$ cat src/rtl/key_event_fifo.sv
// Key event generator: turns a 5-bit key code into press/release/repeat events
// and queues them in a show-ahead FIFO with a level interrupt while non-empty.
module key_event_fifo #(
    parameter int DEPTH      = 8,
    parameter int REPEAT_DLY = 25000000,
    parameter int REPEAT_PER = 5000000,
    parameter int CNT_W      = 25
) (
    input  logic                     CLK_50M,
    input  logic                     RST,
    input  logic [4:0]               key_code,
    input  logic                     rd_en,
    input  logic                     ovf_clr,
    output logic [5:0]               rd_data,
    output logic                     empty,
    output logic                     full,
    output logic [$clog2(DEPTH):0]   count,
    output logic                     overflow,
    output logic                     irq
);

    localparam int AW = $clog2(DEPTH);
    localparam logic [CNT_W-1:0] DLY_LIM = CNT_W'(REPEAT_DLY - 1);
    localparam logic [CNT_W-1:0] PER_LIM = CNT_W'(REPEAT_PER - 1);
    localparam logic [AW:0]      CNT_ONE = (AW+1)'(1);
    localparam logic [AW:0]      CNT_MAX = (AW+1)'(DEPTH);

    typedef enum logic [1:0] {IDLE, HELD, REPEAT} state_t;

    state_t           state_q;
    logic [3:0]       key_q;
    logic [CNT_W-1:0] cnt_q;
    logic             pend_q;
    logic             push_q;
    logic [5:0]       ev_q;

    logic       key_valid;
    logic [3:0] code_key;
    logic [CNT_W-1:0] lim;

    // Codes 17..31 behave exactly like "no key"; 16 wraps to key 15.
    assign key_valid = (key_code != 5'd0) && (key_code <= 5'd16);
    assign code_key  = key_code[3:0] - 4'd1;
    assign lim       = (state_q == HELD) ? DLY_LIM : PER_LIM;

    always_ff @(posedge CLK_50M) begin
        if (RST) begin
            state_q <= IDLE;
            key_q   <= '0;
            cnt_q   <= '0;
            pend_q  <= 1'b0;
            push_q  <= 1'b0;
            ev_q    <= '0;
        end else begin
            push_q <= 1'b0;
            if (pend_q) begin
                // Second half of a key swap: press of the new key.
                push_q <= 1'b1;
                ev_q   <= {2'b00, key_q};
                pend_q <= 1'b0;
                cnt_q  <= '0;
            end else begin
                case (state_q)
                    IDLE: begin
                        if (key_valid) begin
                            push_q  <= 1'b1;
                            ev_q    <= {2'b00, code_key};
                            key_q   <= code_key;
                            cnt_q   <= '0;
                            state_q <= HELD;
                        end
                    end
                    default: begin
                        if (!key_valid) begin
                            push_q  <= 1'b1;
                            ev_q    <= {2'b01, key_q};
                            cnt_q   <= '0;
                            state_q <= IDLE;
                        end else if (code_key != key_q) begin
                            push_q  <= 1'b1;
                            ev_q    <= {2'b01, key_q};
                            key_q   <= code_key;
                            pend_q  <= 1'b1;
                            cnt_q   <= '0;
                            state_q <= HELD;
                        end else if (cnt_q == lim) begin
                            push_q  <= 1'b1;
                            ev_q    <= {2'b10, key_q};
                            cnt_q   <= '0;
                            state_q <= REPEAT;
                        end else begin
                            cnt_q <= cnt_q + CNT_W'(1);
                        end
                    end
                endcase
            end
        end
    end

    logic [5:0]    mem_q [DEPTH];
    logic [AW-1:0] wr_ptr_q, rd_ptr_q;
    logic [AW:0]   count_q, count_d;
    logic          ovf_q, irq_q;
    logic          do_rd, do_wr, drop;

    assign empty    = (count_q == '0);
    assign full     = (count_q == CNT_MAX);
    assign count    = count_q;
    assign overflow = ovf_q;
    assign irq      = irq_q;
    assign rd_data  = empty ? 6'd0 : mem_q[rd_ptr_q];

    // A pop on a full FIFO frees the slot for a same-cycle push.
    assign do_rd = rd_en && !empty;
    assign do_wr = push_q && (!full || do_rd);
    assign drop  = push_q && full && !do_rd;

    always_comb begin
        count_d = count_q;
        case ({do_wr, do_rd})
            2'b10:   count_d = count_q + CNT_ONE;
            2'b01:   count_d = count_q - CNT_ONE;
            default: count_d = count_q;
        endcase
    end

    always_ff @(posedge CLK_50M) begin
        if (do_wr) mem_q[wr_ptr_q] <= ev_q;
    end

    always_ff @(posedge CLK_50M) begin
        if (RST) begin
            wr_ptr_q <= '0;
            rd_ptr_q <= '0;
            count_q  <= '0;
            ovf_q    <= 1'b0;
            irq_q    <= 1'b0;
        end else begin
            if (do_wr) wr_ptr_q <= wr_ptr_q + AW'(1);
            if (do_rd) rd_ptr_q <= rd_ptr_q + AW'(1);
            count_q <= count_d;
            ovf_q   <= drop | (ovf_q & ~ovf_clr);
            irq_q   <= (count_d != '0);
        end
    end

endmodule

$ cat config.mk
export PLATFORM = sky130hd
export DESIGN_NAME = key_event_fifo
export DESIGN_NICKNAME = d
export VERILOG_FILES = /design/src/rtl/key_event_fifo.sv
export SDC_FILE = /design/constraint.sdc
export NUM_CORES = 1
export LEC_CHECK = 0
export BUFFER_PORTS_ARGS = -buffer_cell sky130_fd_sc_hd__buf_4
export CAP_MARGIN = 15
export CORE_MARGIN = 3
export CORE_UTILIZATION = 26
export CTS_CLUSTER_SIZE = 28
export DETAILED_ROUTE_END_ITERATION = 10
export SYNTH_ARGS = -nofsm -noshare
export SYNTH_HDL_FRONTEND = slang
export SYNTH_SLANG_ARGS = --single-unit
$ cat constraint.sdc
create_clock -name CLK_50M -period 4.35 [get_ports CLK_50M]
set_input_delay 0.6525 -clock CLK_50M [delete_from_list [all_inputs] [get_ports CLK_50M]]
set_output_delay 0.6525 -clock CLK_50M [all_outputs]
set_load 0.02 [all_outputs]
# Word-level counts from Yosys, hierarchy flattened
# Memories as Yosys holds them, arrays and structs flattened. A register that Yosys moved wholly into a read port is not among the register bits.
# Index checks and enable logic that the tools add are counted.
# totals
regBits	51
ram_bits	48
in_bits	9
out_inout_bits	14
word_cells	89
n_memories	1
# mem_list
memory	depth	word_bits	rd	rd_clocked_by_memory_dff	wr	line	source
mem_q	8	6	1	1	1	100	logic [5:0] mem_q [DEPTH];
# classes
addsub	6
order_cmp	1
n_eq_ne	10
muxes	34
n_bitwise	5
n_reduce_logical	20
# op_table
operator	n
$mux 25	6
$mux 6	6
$add 25x1->25 const B	1
$eq 25x25->1	1
$mux 4	5
$mux 2	5
$mux 1	9
$pmux 4 s2	1
$sub 4x1->4 const B	2
$add 3x1->3 const B	2
$mux 3	2
$reduce_and 3->1	2
$le 5x5->1 const B	1
$logic_and 1x1->1	5
$ne 5x2->1 const B	1
$reduce_bool 5->1	1
$add 4x1->4 const B	1
$eq 2x1->1 const B	2
$eq 4x4->1 const B	1
$logic_not 4->1	1
$ne 4x1->1 const B	1
$ne 4x4->1	1
$reduce_and 2->1	2
$reduce_bool 4->1	1
other kinds (12)	16

# Depth between registers and ports, before layout
# Gate-level depths: netlist (run 1).
# depth
depth_word	8
depth_mapped	12
mapped_depth_nobuf	10

# Worst setup path before layout (run 1)
# Ideal clock, no wire load.
# synth_timing
path_kind	reg2reg
from	register count_q[1] (netlist: count[1])
to	register irq_q (netlist: irq)
setup_ps	134
arrival_ps	2772
required_time_ps	4216
path_slack_ps	1444
stages_incl_launch_ff	13
n_path_buf	2
period_less_slack_ps	2906
path_cell_list	dfxtp_1 > clkbuf_1 > nor4_1 > buf_2 > nand2b_1 > nor2_1 > xor2_1 > ha_1 > and3_1 > o21ai_0 > a21o_1 > a21oi_1 > or4_1
# synth_between
elab_chain_cells	8
elab_cells_between_ends	13
classes_between	add/sub: 2; eq/ne: 3; mux: 1; reduce/logical: 7
# synth_lines
element	line	source
from (decl)	102	logic [AW:0] count_q, count_d;
from (signal assigned)	141	count_q <= count_d;
$logic_not 4->1 (*)	106	assign empty = (count_q == '0);
via empty	15	output logic empty,
$logic_not 1->1 (*)	114	assign do_rd = rd_en && !empty;
$logic_and 1x1->1 (*)	114	
$logic_or 1x1->1	115	assign do_wr = push_q && (!full || do_rd);
$logic_and 1x1->1	115	
$eq 2x1->1 / $eq 2x2->1 (equally long branches)	120	case ({do_wr, do_rd})
$pmux 4 s2 (*)	120	
$reduce_bool 4->1 (*)	143	irq_q <= (count_d != '0);
to (signal assigned)	143	
to (decl)	103	logic ovf_q, irq_q;
# Mark *: on every way through the listed nets, which the timed path passes. The rest lies on a longest branch.
# A chain may end at the register's enable or synchronous reset.

==> impl_summary.log, run 1 <==
[metrics] result of the run: finished clean
[metrics] worst-path maximum fanout: 12
[metrics] kind of capture point of the worst setup path: output pin
[metrics] crit path time final: ~2.9 ns
[metrics] area of the mapped netlist: 4610 µm²
[metrics] net count after synthesis: 429
[metrics] final net count: 448
[metrics] count of distinct cell types in the synthesized netlist: 56
[metrics] count of filler cells inserted in the layout: roughly 1700
[metrics] Critical Path RT: ~3.7 ns
[metrics] share of total power in the clock network: between 30% and 40%
[metrics] initial cell density of the core: between 20% and 30%
[metrics] power share of the combinational group: 22.0%
[metrics] MaxCap Viol Count: 0
[metrics] maximum number of pins on one net before global-route repair: 40
[metrics] GPL Wtd Cong: roughly 0.83
[metrics] flop and latch count out of synthesis: 102
[metrics] first-pass GRT wire length: around 16000 µm
[metrics] CTS tree: done
[metrics] part of the cycle the worst path needs: 66.0%
[metrics] Placement Rows: 48
[metrics] VDD IR max: 0.212 mV
[metrics] Yosys warning total: 0
[metrics] H-Tree Level Count: 3
[metrics] Worst Tran Pin Value: 0.873 ns
[metrics] overall power after layout: 2.47 mW
[metrics] global route total overflow: 0
[metrics] most frequent cells in the layout: dfxtp_1, edfxtp_1, nor2_1, nand2_1, a21oi_1
[metrics] Vias: 3201
[metrics] placed wire-length estimate: about 6600 µm
[metrics] via count of the first global-routing pass: 3228
[metrics] proportion of register bits with asynchronous set or reset after synthesis: 0%
[metrics] critical path startpoint category: register
[metrics] first drt pass iteration count: 4
[metrics] Util after Layout: about 30%
[metrics] library cell contributing the largest single delay on the critical path: dfxtp_1
[metrics] Layout area overhead: 14.6%
[metrics] x dimension of the die: 139 µm
[metrics] final count of negative-setup-slack endpoints: 0
[metrics] most common flop cell mapped by yosys: dfxtp_1
[metrics] final design area excluding fillers: roughly 5300 µm²
[metrics] number of failing hold endpoints at the final stage: 0
[metrics] critical hold path startpoint: cnt_q[24]
[metrics] PwrDens: 468 nW/µm²
[metrics] count of pins on the block boundary: 23
[metrics] beginning of the worst register-to-register path: count[1]
[metrics] total wirelength of the detailed-routed design: 9230 µm
[metrics] clock input transition at the sequential cells of the worst setup and hold paths: 0.07 ns
[metrics] number of buffers created by CTS: 9
[metrics] Syn Inst Count: 415
[metrics] setup repair bufs after CTS: 0
[metrics] highest clock rate: 0.348 GHz
[metrics] Clock Latency Late Sink: approximately 0.34 ns
[metrics] routed length per instance: around 14 µm
[metrics] placeable core region: 17400 µm²
[metrics] leading cell type in the layout, fill and taps excluded: dfxtp_1
[metrics] delay of the slowest cell on the worst path: 0.87 ns
[metrics] maximum clock path buffer count: 2
[metrics] proportion of total power due to net switching: 30.1%
[metrics] Sinks on Clock Net: 102
[metrics] # hold bufs at CTS: 0
[metrics] overall fraction of global-route tracks in use: 9.85%
[metrics] Port Buffer Count: 22
[metrics] number of max-slew violations in the final report: 0
[metrics] critical path, cell by cell: mux4_2, mux2i_1, nor2_1, buf_4
[metrics] type of the worst setup path: reg2out
[metrics] antenna viol nets, final: 0
[metrics] register area share after synthesis: about 55%
[metrics] Sum Neg Setup Slack: 0 ns
[metrics] Post-synth EDFFs: 48
[metrics] unrepaired setup endpoints after global routing: false
[metrics] Clock Tree Root: clkbuf_16
[metrics] WP data arrival: 2.22 ns
[metrics] leakage power: 1.78 nW
[metrics] Switch Pwr: 0.743 mW
[metrics] proportion of layout cells with a drive suffix above 1: 14.1%
[metrics] class of the worst hold path: reg2reg
[metrics] sequential share of power: 47.0%
[metrics] setup clock skew after layout: 0.00763 ns
[metrics] internal power component: around 1.7 mW
[metrics] number of antenna violations at the first check in global routing: 0
[metrics] Remaining DRCs: 0
[metrics] instance area after placement: 5000 µm²
[metrics] tightest slew margin relative to the limit: 41.4%
[metrics] number of resized instances in the post-cts repair step: 0
[metrics] drt first-iter violations: 161
[metrics] Die Y-Extent: 139 µm
[metrics] area of the die: 19400 µm²
[metrics] Avg Inst Size Synth: 11.1 µm²
[metrics] n_diodes: 0
[metrics] drt via density: 4.82
==> critical path: cells and delay by family, from the launching register on <==
family	cells	cell delay (ns)
DFF	1	0.87
buffers and inverters	1	0.15
muxes	2	0.78
and+or+nand+nor	1	0.06
==> metal layers <==
layer | track usage (%) | vias up | part of all wire, %
met5 | 0 | - | 0
met4 | 2.52 | 0 | 0.88
met3 | 2.41 | 9 | 2.8
met2 | 17.0 | 43 | 49
met1 | 12.4 | 1563 | 47
li1 | - | 1586 | -
==> cell type report <==
cell class	count	area, µm²	area share [%]
Sequential cell	102	2520	47.7
Clock buffer	10	229	4.33
Timing Repair Buffer	24	180	3.41
Multi-Input combinational cell	287	1980	37.4
Tap cell	225	282	5.33
Clock inverter	6	57.6	1.09
Inverter	10	37.5	0.710
==> path summary, 6_finish.rpt <==
kind,endpoint,slack [ns],cells after the start
hold / removal,cnt_q[24],0.50,1
hold reg to reg,cnt_q[24],0.50,1
setup reg to reg,irq,1.54,11
setup / recovery,rd_data[3],1.48,4
==> cell families after synthesis <==
| family | after synthesis | share of synthesized area (%) |
|---|---|---|
| simple gates | 156 | 16.8 |
| flops | 102 | 54.7 |
| compound gates | 83 | 11.8 |
| buf+inv | 26 | 2.74 |
| xor+xnor | 16 | 3.50 |
| mux | 27 | 9.12 |
| fa+ha+maj | 5 | 1.36 |
==> Yosys cell counts, drive strengths merged, types with 9 or more instances <==
library cell / instances / share of area [%]
a21oi: 25 / 2.7
nor2: 46 / 3.7
dfxtp: 54 / 23
nor3: 12 / 1.4
nand3: 15 / 1.6
a31oi: 15 / 2.0
nand2: 37 / 3.1
edfxtp: 48 / 31
mux4: 12 / 5.9
clkbuf: 9 / 0.73
inv: 9 / 0.73
o21ai: 15 / 1.6
xor2: 9 / 1.7
mux2i: 15 / 3.3
==> metrics by stage <==
step	setup slack [ns]	instances	hold slack, ns
after floorplan	1.44	415	0.452
after global placement	1.40	648	0.475
after detailed placement	1.30	648	0.478
after CTS	1.40	664	0.496
after global routing	1.16	664	0.517
final	1.48	664	0.496
==> state kept, by name, indices dropped and copies added (netlist names), named ones only <==
name      cells
ev_q          6
count         4
state_q       2
pend_q        1
irq           1
rd_ptr_q      3
mem_q        48
cnt_q        25
wr_ptr_q      3
key_q         4
overflow      1
push_q        1
==> power by group through the flow <==
stage / clock [mW] / sequential, mW / combinational [mW]
floorplan: 0 / 1.15 / 0.384
global placement: 0 / 1.18 / 0.543
detailed placement: 0 / 1.19 / 0.548
CTS: 0.787 / 1.17 / 0.551
global route: 0.831 / 1.18 / 0.594
finish: 0.765 / 1.16 / 0.544
Note: power is estimated with default switching activity, not from simulation.
==> run 2, diff against run 1 <==
==> constraint.sdc (replaced) <==
create_clock -name CLK_50M -period 2.7 [get_ports CLK_50M]
set_input_delay 0.405 -clock CLK_50M [delete_from_list [all_inputs] [get_ports CLK_50M]]
set_output_delay 0.405 -clock CLK_50M [all_outputs]
set_load 0.02 [all_outputs]
==> run 2 against run 1 <==
Against the previous run:
- sequential power grew 56%
- register-to-register slack lost 1.3 ns
- cell area increased by 1.7%
- hold slack got worse by 0.21 ns
- clock-buffer cell count unchanged
- final cell count grew 1.5%
- non-clock buffer count rose by 10
- setup slack lost 1.3 ns
- power up 63%
- critical path type is now reg2reg
- largest cell class unchanged
==> impl_summary.log, run 2 (synthesized netlist as in run 1, its figures left out) <==
[metrics] count of pins on the block boundary: 23 (unchanged)
[metrics] critical path startpoint category: register
[metrics] Die Y-Extent: 139 µm (unchanged)
[metrics] # hold bufs at CTS: 0 (unchanged)
[metrics] leading cell type in the layout, fill and taps excluded: dfxtp_1
[metrics] unrepaired setup endpoints after global routing: false
[metrics] Remaining DRCs: 0 (unchanged)
[metrics] number of max-slew violations in the final report: 0 (unchanged)
[metrics] part of the cycle the worst path needs: 92.0%
[metrics] tightest slew margin relative to the limit: 59.0% (+18 points)
[metrics] first drt pass iteration count: 4 (unchanged)
[metrics] crit path capture: irq
[metrics] Worst Tran Pin Value: 0.609 ns (-0.264 ns)
[metrics] highest clock rate: slightly above 0.4 GHz
[metrics] MaxCap Viol Count: 0 (unchanged)
[metrics] minimum setup slack after placement: 0.0426 ns (-1.26 ns)
[metrics] Placement Rows: 48 (unchanged)
[metrics] worst-path maximum fanout: 6 (-6)
[metrics] library cell contributing the largest single delay on the critical path: or4_1
[metrics] number of resized instances in the post-cts repair step: 0 (unchanged)
[metrics] Util after Layout: 31.0% (+0.52 points)
[metrics] critical path, cell by cell: nor4_2, nand2b_4, nor2_1, xor2_1, ha_1, nor4_1, o21ai_1, nand3_1, a21oi_1, or4_1
[metrics] launch point of the worst path: count[3]
[metrics] delay of the slowest cell on the worst path: 0.54 ns (-0.33 ns)
[metrics] Critical Path RT: 2.91 ns (-0.79 ns)
[metrics] number of flip-flops in the largest register: 48 (unchanged)
[metrics] via count of the first global-routing pass: 3187 (-1.3%)
[metrics] R2R Path End: irq
[metrics] Sinks on Clock Net: 102 (unchanged)
[metrics] initial cell density of the core: 26.6% (unchanged)
[metrics] kind of capture point of the worst setup path: register
[metrics] first-pass GRT wire length: 15500 µm (-2.8%)
[metrics] fin worst setup slack: 0.216 ns (-1.26 ns)
[metrics] H-Tree Level Count: 3 (unchanged)
[metrics] final count of negative-setup-slack endpoints: 0 (unchanged)
[metrics] crit path time final: 2.48 ns
[metrics] hold slack: 0.282 ns (-0.214 ns)
[metrics] area of the die: 19400 µm² (unchanged)
[metrics] type of the worst setup path: reg2reg
[metrics] CTS tree: done
[metrics] proportion of layout cells with a drive suffix above 1: 16.3% (+2.1 points)
[metrics] WP data arrival: 2.70 ns (+0.48 ns)
[metrics] Clock Tree Root: clkbuf_16
[metrics] VDD IR max: 0.374 mV (+76%)
[metrics] maximum clock path buffer count: 2 (unchanged)
[metrics] final net count: 458 (+2.2%)
[metrics] Port Buffer Count: 22 (unchanged)
[metrics] number of buffers created by CTS: 9 (unchanged)
[metrics] class of the worst hold path: in2reg
[metrics] most frequent cells in the layout: dfxtp_1, edfxtp_1, nor2_1, nand2_1, buf_4
[metrics] depth of the most critical reg-to-reg path: 10 (-1)
[metrics] result of the run: finished clean
[metrics] number of antenna violations at the first check in global routing: 0 (unchanged)
[metrics] reg-to-reg slack, setup: 0.22 ns (-1.32 ns)
[metrics] total wirelength of the detailed-routed design: 9240 µm (about the same)
[metrics] x dimension of the die: 139 µm (unchanged)
[metrics] maximum number of pins on one net before global-route repair: 40 (unchanged)
[metrics] placeable core region: 17400 µm² (unchanged)
[metrics] routed length per instance: 13.7 µm (-1.4%)
[metrics] antenna viol nets, final: 0 (unchanged)
[metrics] Sum Neg Setup Slack: 0 ns (unchanged)
[metrics] Layout area overhead: 16.5%
[metrics] global route total overflow: 0 (unchanged)
[metrics] Clock Latency Late Sink: 0.35 ns (about the same)
[metrics] clock input transition at the sequential cells of the worst setup and hold paths: 0.07 ns (about the same)
[metrics] critical hold path startpoint: key_code[0]
[metrics] number of failing hold endpoints at the final stage: 0 (unchanged)
[metrics] GPL Wtd Cong: 0.833 (+0.54%)
[metrics] biggest regs: mem_q (48), cnt_q (25), ev_q (6)
[metrics] n_diodes: 0 (unchanged)
[metrics] overall power after layout: 4.02 mW (+63%)
[metrics] leakage power: 1.84 nW (+3.4%)
[metrics] overall fraction of global-route tracks in use: 9.73% (-0.12 points)
[metrics] PwrDens: 749 nW/µm² (+60%)
[metrics] drt first-iter violations: 146 (-9.3%)
[metrics] setup repair bufs after CTS: 0 (unchanged)
[metrics] Vias: 3187 (-0.44%)
[metrics] setup clock skew after layout: 0.00969 ns (+0.00206 ns)
[metrics] placed wire-length estimate: 6590 µm (+0.45%)
[metrics] beginning of the worst register-to-register path: count[3]
[metrics] drt via density: 4.73 (-1.9%)
[metrics] largest reg by FF count: mem_q
-- run 2: final cells by class --
type                    instances  area (µm²)
clock inverters                 6        52.6
fillers                      1719       12000
repair buffers                 34         268
multi-input cells             287        1980
flip-flops and latches        102        2520
inverters                      10        37.5
clock buffers                  10         229
well taps                     225         282
-- run 2: per-layer routing --
layer | share of wire [%] | track usage [%]
met3 | 3.2 | 2.79
met2 | 50 | 16.9
met5 | 0 | 0
met4 | 1.3 | 3.30
met1 | 45 | 11.6
-- run 2: how the worst min path moves through the flow --
stage               depth (start not counted)           to  slack (ns)
finish                                      2     key_q[0]        0.28
global route                                2     key_q[0]        0.27
CTS                                         2     key_q[0]        0.26
detailed placement                          2  wr_ptr_q[0]        0.49
global placement                            2  wr_ptr_q[0]        0.47
floorplan                                   1    cnt_q[21]        0.45
-- run 2: power breakdown --
group | total (mW) | switching, mW | internal, mW | leakage (nW)
Combinational | 0.985 | 0.517 | 0.468 | 0.823
Clock | 1.23 | 0.591 | 0.640 | 0.132
Sequential | 1.81 | 0.0846 | 1.72 | 0.887
Total | 4.02 | 1.19 | 2.83 | 1.84
-- run 2: worst max-delay path, delay by kind of cell (launching register included) --
kind | cells | cell delay (ns)
and+or+nand+nor | 6 | 1.42
adders and majority gates | 1 | 0.20
DFF | 1 | 0.36
xor gates and xnor gates | 1 | 0.15
AOI/OAI and AO/OA | 2 | 0.21
-- run 2: stage by stage --
stage	cells	area, µm²
floorplan	415	4630
global placement	658	5090
global route	674	5370
detailed placement	658	5090
CTS	674	5370
finish	674	5370
==> run 3, diff against run 2 <==
--- a/config.mk
+++ b/config.mk
@@ -11,6 +11,7 @@
 export CORE_UTILIZATION = 26
 export CTS_CLUSTER_SIZE = 28
 export DETAILED_ROUTE_END_ITERATION = 10
+export RECOVER_POWER = 100
 export SYNTH_ARGS = -nofsm -noshare
 export SYNTH_HDL_FRONTEND = slang
 export SYNTH_SLANG_ARGS = --single-unit
==> run 3 against run 2 <==
Against the previous run:
- clock-buffer cell count did not move
- first-iteration DRC count fell by 13%
- sequential cell count did not move
- global-route usage did not move
- setup slack got worse by 0.0071 ns
- hold slack improved by 0.083 ns
- final cell count did not move
- maximum frequency fell by 0.29%
- cell area fell by 1.9%
- non-clock buffer count did not move
- critical path type unchanged
- highest routed layer unchanged
==> impl_summary.log, run 3 (synthesized netlist as in run 1, its figures left out) <==
[metrics] result of the run: finished clean
[metrics] count of filler cells inserted in the layout: 1748 (+1.7%)
[metrics] Remaining DRCs: 0 (unchanged)
[metrics] n_diodes: 0 (unchanged)
[metrics] overall power after layout: 3.92 mW (-2.5%)
[metrics] number of flip-flops in the largest register: 48 (unchanged)
[metrics] Die Y-Extent: 139 µm (unchanged)
[metrics] clock input transition at the sequential cells of the worst setup and hold paths: 0.07 ns (about the same)
[metrics] highest clock rate: 0.401 GHz (-0.29%)
[metrics] most frequent cells in the layout: dfxtp_1, edfxtp_1, nor2_1, nand2_1, a21oi_1
[metrics] Worst Tran Pin Value: 0.612 ns (+0.00251 ns)
[metrics] maximum clock path buffer count: 2 (unchanged)
[metrics] type of the worst setup path: reg2reg
[metrics] Clock Tree Root: clkbuf_16
[metrics] minimum setup slack after placement: 0.0426 ns (unchanged)
[metrics] Clock Latency Late Sink: 0.35 ns (about the same)
[metrics] number of buffers created by CTS: 9 (unchanged)
[metrics] leakage power: 1.76 nW (-4.5%)
[metrics] antenna viol nets, final: 0 (unchanged)
[metrics] critical path startpoint category: register
[metrics] WP data arrival: 2.70 ns (about the same)
[metrics] final net count: 458 (unchanged)
[metrics] final count of negative-setup-slack endpoints: 0 (unchanged)
[metrics] number of max-slew violations in the final report: 0 (unchanged)
[metrics] drt via density: 4.72 (-0.22%)
[metrics] library cell contributing the largest single delay on the critical path: or4_1
[metrics] leading cell type in the layout, fill and taps excluded: dfxtp_1
[metrics] overall fraction of global-route tracks in use: 9.73% (unchanged)
[metrics] cell family contributing the most delay on the critical path: simple AND/OR/NAND/NOR gates
[metrics] critical path, cell by cell: nor4_2, nand2b_4, nor2_1, xor2_1, ha_1, nor4_1, o21ai_1, nand3_1, a21oi_1, or4_1
[metrics] count of pins on the block boundary: 23 (unchanged)
[metrics] first-pass GRT wire length: 15500 µm (unchanged)
[metrics] part of the cycle the worst path needs: 92.2% (+0.26 points)
[metrics] H-Tree Level Count: 3 (unchanged)
[metrics] fin worst setup slack: 0.209 ns (-0.00712 ns)
[metrics] reg-to-reg slack, setup: 0.21 ns (about the same)
[metrics] biggest regs: mem_q (48), cnt_q (25), ev_q (6)
[metrics] area of the die: 19400 µm² (unchanged)
[metrics] tightest slew margin relative to the limit: 58.9% (-0.17 points)
[metrics] placeable core region: 17400 µm² (unchanged)
[metrics] routed length per instance: 13.7 µm (-0.15%)
[metrics] Critical Path RT: 2.91 ns (about the same)
[metrics] Port Buffer Count: 22 (unchanged)
[metrics] number of resized instances in the post-cts repair step: 0 (unchanged)
[metrics] crit path time final: 2.49 ns (+0.00712 ns)
[metrics] first drt pass iteration count: 4 (unchanged)
[metrics] unrepaired setup endpoints after global routing: false
[metrics] number of antenna violations at the first check in global routing: 0 (unchanged)
[metrics] PwrDens: 744 nW/µm² (-0.65%)
[metrics] via count of the first global-routing pass: 3187 (unchanged)
[metrics] Vias: 3180 (-0.22%)
[metrics] MaxCap Viol Count: 0 (unchanged)
[metrics] setup clock skew after layout: 0.00859 ns (-0.00110 ns)
[metrics] class of the worst hold path: in2reg
[metrics] number of buffer and inverter stages on the critical path: 0 (unchanged)
[metrics] worst-path maximum fanout: 4 (-2)
[metrics] GPL Wtd Cong: 0.833 (unchanged)
[metrics] CTS tree: done
[metrics] Layout area overhead: 14.4%
[metrics] total wirelength of the detailed-routed design: 9220 µm (-0.15%)
[metrics] largest reg by FF count: mem_q
[metrics] global route total overflow: 0 (unchanged)
[metrics] drt first-iter violations: 127 (-13%)
[metrics] x dimension of the die: 139 µm (unchanged)
[metrics] setup repair bufs after CTS: 0 (unchanged)
[metrics] placed wire-length estimate: 6590 µm (unchanged)
[metrics] Sum Neg Setup Slack: 0 ns (unchanged)
[metrics] Placement Rows: 48 (unchanged)
[metrics] initial cell density of the core: 26.6% (unchanged)
[metrics] VDD IR max: 0.372 mV (-0.47%)
[metrics] # hold bufs at CTS: 0 (unchanged)
[metrics] proportion of layout cells with a drive suffix above 1: 11.4% (-4.9 points)
[metrics] Sinks on Clock Net: 102 (unchanged)
[metrics] number of failing hold endpoints at the final stage: 0 (unchanged)
[metrics] maximum number of pins on one net before global-route repair: 40 (unchanged)
[metrics] delay of the slowest cell on the worst path: 0.54 ns (about the same)
[metrics] kind of capture point of the worst setup path: register
[metrics] hold slack: 0.365 ns (+0.0828 ns)
-- run 3: path summary, 6_finish.rpt --
check	from	to	cells after the start
setup / recovery	count[1]	irq	10
hold / removal	ovf_clr	overflow	4
setup reg to reg	count[1]	irq	10
hold reg to reg	wr_ptr_q[0]	wr_ptr_q[0]	2
-- run 3: tightest hold or removal path: cells and delay by family --
| kind | cells | cell delay, ns |
|---|---|---|
| simple gates | 2 | 0.07 |
| buf+inv | 1 | 0.08 |
| compound gates | 1 | 0.10 |
-- run 3: power breakdown --
group,leakage [nW],switching (mW),total (mW),internal (mW)
Clock,0.132,0.588,1.23,0.640
Combinational,0.741,0.515,0.888,0.372
Sequential,0.887,0.0842,1.81,1.72
Total,1.76,1.19,3.92,2.74
-- run 3: routing by layer --
layer / vias up / GRT usage [%] / part of all wire [%]
met5: - / 0 / 0
met4: 0 / 3.30 / 1.3
met3: 11 / 2.79 / 3.7
met2: 48 / 16.9 / 50
met1: 1511 / 11.6 / 45
li1: 1610 / - / -
-- run 3: final cells by class --
cell class	count	area [µm²]	share of cell area [%]
well taps	225	282	5.34
clock buffers	10	229	4.34
inverters	10	37.5	0.712
repair buffers	34	193	3.65
flip-flops and latches	102	2520	47.8
clock inverters	6	52.6	0.996
multi-input cells	287	1960	37.1
-- run 3: stage by stage --
stage / cells / util (%) / instance area [µm²]
2_1_floorplan: 415 / - / 4630
3_3_place_gp: 658 / 29.3 / 5090
3_5_place_dp: 658 / 29.3 / 5090
4_1_cts: 674 / 31.0 / 5370
5_1_grt: 674 / 30.4 / 5270
6_report: 674 / 30.4 / 5270
